`config.mk`:
```
export PLATFORM = sky130hd
export DESIGN_NAME = serial_adder
export DESIGN_NICKNAME = d
export VERILOG_FILES = /design/src/rtl/serial_adder.sv
export SDC_FILE = /design/constraint.sdc
export NUM_CORES = 1
export LEC_CHECK = 0
export BUFFER_PORTS_ARGS = -buffer_cell sky130_fd_sc_hd__buf_2
export CAP_MARGIN = 25
export CORE_AREA = 3 3 61 63
export DETAILED_ROUTE_END_ITERATION = 7
export DIE_AREA = 0 0 64 66
export PLACE_DENSITY = 0.73
export SLEW_MARGIN = 20
export SYNTH_ARGS = -nofsm -noshare
export SYNTH_HDL_FRONTEND = slang
export SYNTH_SLANG_ARGS = --single-unit
```
`constraint.sdc`:
```
create_clock -name clk -period 2.4 [get_ports clk]
set_input_delay 0.24 -clock clk [delete_from_list [all_inputs] [get_ports clk]]
set_output_delay 0.24 -clock clk [all_outputs]
set_load 0.01 [all_outputs]
```
`src/rtl/serial_adder.sv`:
```
// Bit-serial adder: one full-adder cell consumes operands LSB first, one bit per clock,
// and publishes {cout,sum} once the last bit has been processed.

module FullAdder (
  input  logic a,
  input  logic b,
  input  logic cin,
  output logic s,
  output logic cout
);
  assign s    = a ^ b ^ cin;
  assign cout = (a & b) | (cin & (a ^ b));
endmodule

module serial_adder #(
  parameter int WIDTH = 8
) (
  input  logic             clk,
  input  logic             rst_n,
  input  logic             start,
  input  logic [WIDTH-1:0] a,
  input  logic [WIDTH-1:0] b,
  input  logic             cin,
  output logic             busy,
  output logic             done,
  output logic [WIDTH-1:0] sum,
  output logic             cout
);
  localparam int CW = (WIDTH > 1) ? $clog2(WIDTH) : 1;
  localparam logic [CW-1:0] LAST = CW'(WIDTH - 1);

  localparam logic [1:0] S_IDLE  = 2'd0;
  localparam logic [1:0] S_SHIFT = 2'd1;
  localparam logic [1:0] S_DONE  = 2'd2;

  logic [1:0]       state;
  logic [CW-1:0]    cnt;
  logic             carry;
  logic [WIDTH-1:0] sa;
  logic [WIDTH-1:0] sb;
  logic [WIDTH-1:0] partial;
  logic [WIDTH-1:0] partial_next;
  logic             fa_s;
  logic             fa_c;

  FullAdder u_fa (
    .a    (sa[0]),
    .b    (sb[0]),
    .cin  (carry),
    .s    (fa_s),
    .cout (fa_c)
  );

  // New sum bit enters at the MSB so that after WIDTH shifts bit 0 sits at the LSB.
  assign partial_next = {fa_s, partial[WIDTH-1:1]};

  assign busy = (state == S_SHIFT);
  assign done = (state == S_DONE);

  // Control and published result
  always_ff @(posedge clk) begin
    if (!rst_n) begin
      state <= S_IDLE;
      cnt   <= '0;
      carry <= 1'b0;
      sum   <= '0;
      cout  <= 1'b0;
    end else begin
      case (state)
        S_IDLE, S_DONE: begin
          if (start) begin
            cnt   <= '0;
            carry <= cin;
            state <= S_SHIFT;
          end else begin
            state <= S_IDLE;
          end
        end
        S_SHIFT: begin
          carry <= fa_c;
          if (cnt == LAST) begin
            sum   <= partial_next;
            cout  <= fa_c;
            state <= S_DONE;
          end else begin
            cnt <= cnt + 1'b1;
          end
        end
        default: state <= S_IDLE;
      endcase
    end
  end

  // Operand and partial-result shift registers; only meaningful while shifting
  always_ff @(posedge clk) begin
    if ((state != S_SHIFT) && start) begin
      sa <= a;
      sb <= b;
    end else if (state == S_SHIFT) begin
      sa      <= sa >> 1;
      sb      <= sb >> 1;
      partial <= partial_next;
    end
  end

endmodule

```
; Yosys cells after proc, flatten, opt, wreduce, memory -nomap -nowiden
; Index checks and enable logic that the tools add are counted.
[word_totals]
ff_bits = 39
inputBits = 20
wordCells = 43
[classes]
n_addsub = 1
n_eq_ne = 7
muxes = 12
bitwise_logic = 6
n_reduce_logical = 9
[ops]
columns = op, count
row1 = 8-bit 2-to-1 mux, 4
row2 = 3-bit 2-to-1 mux, 2
row3 = 3-bit case mux with 2 select lines, 1
row4 = 2-bit AND reduction, 3
row5 = 2-bit by 1-bit inequality test with 1-bit output (second input constant), 2
row6 = 2-bit inequality test (second input constant), 2
row7 = 2-bit case mux with 2 select lines, 1
row8 = 2-bit nonzero test, 2
row9 = 3-bit by 1-bit adder with 3-bit output (second input constant), 1
row10 = 3-bit == test (second input constant), 1
row11 = 3-bit AND reduction, 1
row12 = 1-bit AND, 2
row13 = 2-bit by 1-bit == test with 1-bit output (second input constant), 1
row14 = 2-bit == test (second input constant), 1
row15 = 2-bit logical NOT, 1
row16 = 1-bit 2-to-1 mux, 2
row17 = 2-bit 2-to-1 mux, 1
row18 = 1-bit case mux with 2 select lines, 1
row19 = 2-bit OR reduction, 1
row20 = 1-bit bitwise XOR, 2
row21 = 1-bit logical AND, 1
row22 = 1-bit inverter, 1
row23 = 1-bit OR, 1

; Logic depth before layout (Yosys ltp)
[logic_depth]
word_depth = 4
depth_mapped = 5
depth_no_buf = 5

; Hierarchy
; Synthesis repeated with hierarchy kept, for this count alone.
[hier_totals]
cells_unflattened = 112
hier_area_um2 = 1576.5
[modules_own_cells]
columns = module, n_inst, cells_per_inst, area_each_um2
row1 = serial_adder, 1, 111, 1556.5
row2 = FullAdder, 1, 1, 20.0

; Worst setup path after synthesis
; OpenSTA, ideal clock, no wires.
[synth_timing]
path_kind = register -> register
from = register cnt[0]
to = register cnt[1]
setup_ns = 0.122
t_arrival_ns = 1.236
path_slack_ns = 1.042
path_stages_with_launch = 6
n_path_buf = 0
period_less_slack_ns = 1.358
cell_sequence = dfxtp_1 > ha_1 > ha_1 > or3b_1 > nand3_1 > a21boi_0
[synth_between]
elab_chain_len = 3
elab_cells_between_ends = 6
[synth_lines]
columns = item, line
row1 = from (decl), 37  ; logic [CW-1:0] cnt;
row2 = from (signal assigned), 86  ; cnt <= cnt + 1'b1;
row3 = 3-bit by 1-bit adder with 3-bit output or 3-bit == test (tied branches), "86, 81"
row4 = 3-bit 2-to-1 mux or 2-bit inequality test (tied branches), --
row5 = 3-bit case mux with 2 select lines or 3-bit AND reduction (tied branches), --
; Several ways; a longest one is shown, not always the timed one. The select of a mux whose other input is x is not followed.
; A chain may end at the register's enable or synchronous reset.

; Worst setup path after layout
[layout_timing]
from = register cnt[0]
to = register sum[0]
[layout_between]
elab_chain_len = 2
[layout_lines]
columns = item, line
row1 = 3-bit == test, 81  ; if (cnt == LAST) begin
row2 = 2-bit AND reduction (no source line), --
row3 = to (signal assigned), 82  ; sum <= partial_next;
row4 = to (decl), 26  ; output logic [WIDTH-1:0] sum,
; No other way between the ends.

==> results.toml <==
[run_status]
run_status = "finished, final reports clean"

[clock_network]
h-tree-depth = 2
clkTransAtPathRegs_ns = 0.11
numCtsBuffers = 5
clk_path_buf_depth = 2
ctsResizeCount = 0
clk_latency_ns = 0.34
ctsHoldBuffers = 0
cts_root_buf = "clkbuf_4"
clock-sinks = 38
post_cts_buffers = 0
cts_tree = "done"

[critical_path]
cp_data_required_time_ns = 2.62
cp_slowest_stage_delay_ns = 0.38
crit_path_frequent_cell = "ha_1"
reg2reg_depth = 5
cp-start-kind = "flop"
end_kind = "flop"
critPathSlowestCell = "dfxtp_1"
critPathArrivalTime_ns = 1.89
crit_chain = "ha_1, ha_1, nand3b_1, nand2_1, a21boi_0"
criticalPathCategory = "reg2reg"
crit_fanout = 13

[sta]
rsz0062_at_grt = "no"
finalSetupTns_ns = 0
finalSetupViolCount = 0
finClkSkew_ns = 0.00756
max_slew_margin = 0.505
layout_min_cycle_time_ns = 1.67
max_freq_ghz = 0.600
report.final.hold_viol_count = 0
slew_viol_final = 0
fin_crit_sh = 0.694
setup_slack_ns = 0.733
worst_pin_slew_ns = 0.743

[floorplanning]
start_util = 0.480
ioPinCount = 31
dieArea_sq_mm = 0.00422
die_width_um = 64
rows = 21
core_sq_mm = 0.00328
die_y_um = 66

[cells_and_area]
antenna_cells = 0
fin_nets = 168
nFillCells = 296
syn2layout_area_growth_pct = 14.7
layout-drive-gt1-share = 0.356
instances_no_fill = 192

[global_route]
grt_pass1_wl_um = 4650
antenna_found_initial = 0
grt_overflow = 0
grt_pass1_vias = 1013
grt_max_degree = 17
grt_usage = 0.149

[yosys]
yosys_register_bits = 38
synth_edf_count = 23
synth_cell_type_count = 25
yosysSeqAreaShare = 0.629
synth_largest_area_cell = "edfxtp_1"
synthTopCellsByCount = "23 x edfxtp_1, 15 x dfxtp_1, 13 x a21boi_0, 12 x nand3_1, 11 x nand2_1"
synth_cells = 112
synth_top_area_share = 0.438
synthTopCellsByArea = "edfxtp_1 44%, dfxtp_1 19%, mux2_4 9.5%"
synth_most_common_cell = "edfxtp_1"
synthFlopType = "edfxtp_1"
synth_area_per_cell_sq_um = 14.1
syn_area_sq_mm = 0.00158
ys_warn_count = 0
syn_nets = 135
async_flop_share = 0

[placement]
dp_hpwl_um = 2010
place_ws_ns = 0.726
gp_congestion = 0.740
port_buffers = 30
placed_cells = 184

[routing]
routedWlPerCell_um = 13.9
first_pass_iters = 4
drt-total-wl_um = 2660
drt.antenna.violating_nets = 0
viasPerCell = 4.94
drc = 0
via_count = 949
drt_iter0_markers = 65

[flow_run]
drv_cap = 0

[worst_hold_path]
hp-class = "in2reg"
min_path_cells = 2

[power]
ir_drop_uv = 392
leakage_nw = 0.750
powerDensity_mw_per_mm2 = 668
## final timing paths
kind                            startpoint         end  slack [ns]
worst max-delay path                cnt[0]      sum[0]        0.73
worst min-delay path                  a[4]       sa[4]        0.19
worst max register to register      cnt[0]      sum[0]        0.73
worst min register to register  partial[6]  partial[5]        0.46
## cell usage in the layout (no fill, tap or decap)
cell	synthesis	final
edfxtp_1	23	23
clkbuf_4	0	5
and3_1	3	3
dfxtp_1	15	15
nor2b_1	1	1
mux2i_1	1	1
a21oi_1	1	1
inv_1	2	2
nand2_1	11	11
or3b_1	1	1
nand2_4	1	1
nor3b_1	1	1
nand3b_1	1	1
clkbuf_1	1	1
nand3_1	12	12
clkinv_1	0	1
fa_1	1	1
mux2_2	4	4
nand2b_1	3	3
nand2b_4	1	1
o21ai_0	1	1
ha_1	2	2
buf_2	0	30
clkinv_2	0	1
mux2_4	10	10
a21boi_0	13	13
## critical path: cells and delay by family, from the launching register on
family | cells | cell delay, ns
compound gates | 1 | 0.10
fa+ha+maj | 2 | 0.55
flops | 1 | 0.38
simple gates | 2 | 0.52
## final cells by class
| class | count | area, sq um | share of cell area |
|---|---|---|---|
| multi-input combinational | 68 | 552 | 0.305 |
| tap | 46 | 57.6 | 0.0318 |
| sequential | 38 | 991 | 0.548 |
| inverter | 2 | 7.51 | 0.00415 |
| clock buffer | 6 | 41.3 | 0.0228 |
| timing repair buffer | 30 | 150 | 0.0830 |
| clock inverter | 2 | 8.76 | 0.00484 |
## sequential cells by signal, indices dropped and copies added, names as in the netlist
register / cells
carry: 1
sa: 8
cnt: 3
sb: 8
cout: 1
partial: 7
sum: 8
state: 2
## routing by layer
layer | up-vias | part of all wire | track usage
met5 | - | 0 | 0
met4 | 0 | 0.017 | 0.0566
met3 | 7 | 0.066 | 0.0629
met2 | 31 | 0.52 | 0.255
met1 | 435 | 0.39 | 0.164
li1 | 476 | - | -
## stage by stage
stage | utilization | hold WS [ns] | area (sq um) | total power, mW
after CTS | 0.550 | 0.174 | 1810 | 1.23
after detailed placement | 0.535 | 0.441 | 1760 | 0.923
after global routing | 0.550 | 0.178 | 1810 | 1.26
after global placement | 0.535 | 0.430 | 1760 | 0.911
after floorplan | - | 0.393 | 1580 | 0.881
final | 0.550 | 0.192 | 1810 | 1.21
## where the power goes
part | switching, mW | total, mW | internal, mW
logic | 0.0586 | 0.130 | 0.0713
registers | 0.0216 | 0.776 | 0.754
clock network | 0.192 | 0.302 | 0.110
## kinds of logic (layout without fill, tap and decap cells)
logic type      count (synthesis)  after routing  synth area share
mux                            15             15             0.130
buf+inv                         6             40            0.0214
compound gates                 15             15            0.0682
simple gates                   35             35             0.123
flops                          38             38             0.629
fa+ha+maj                       3              3            0.0286
(Power assumes the default switching activity.)
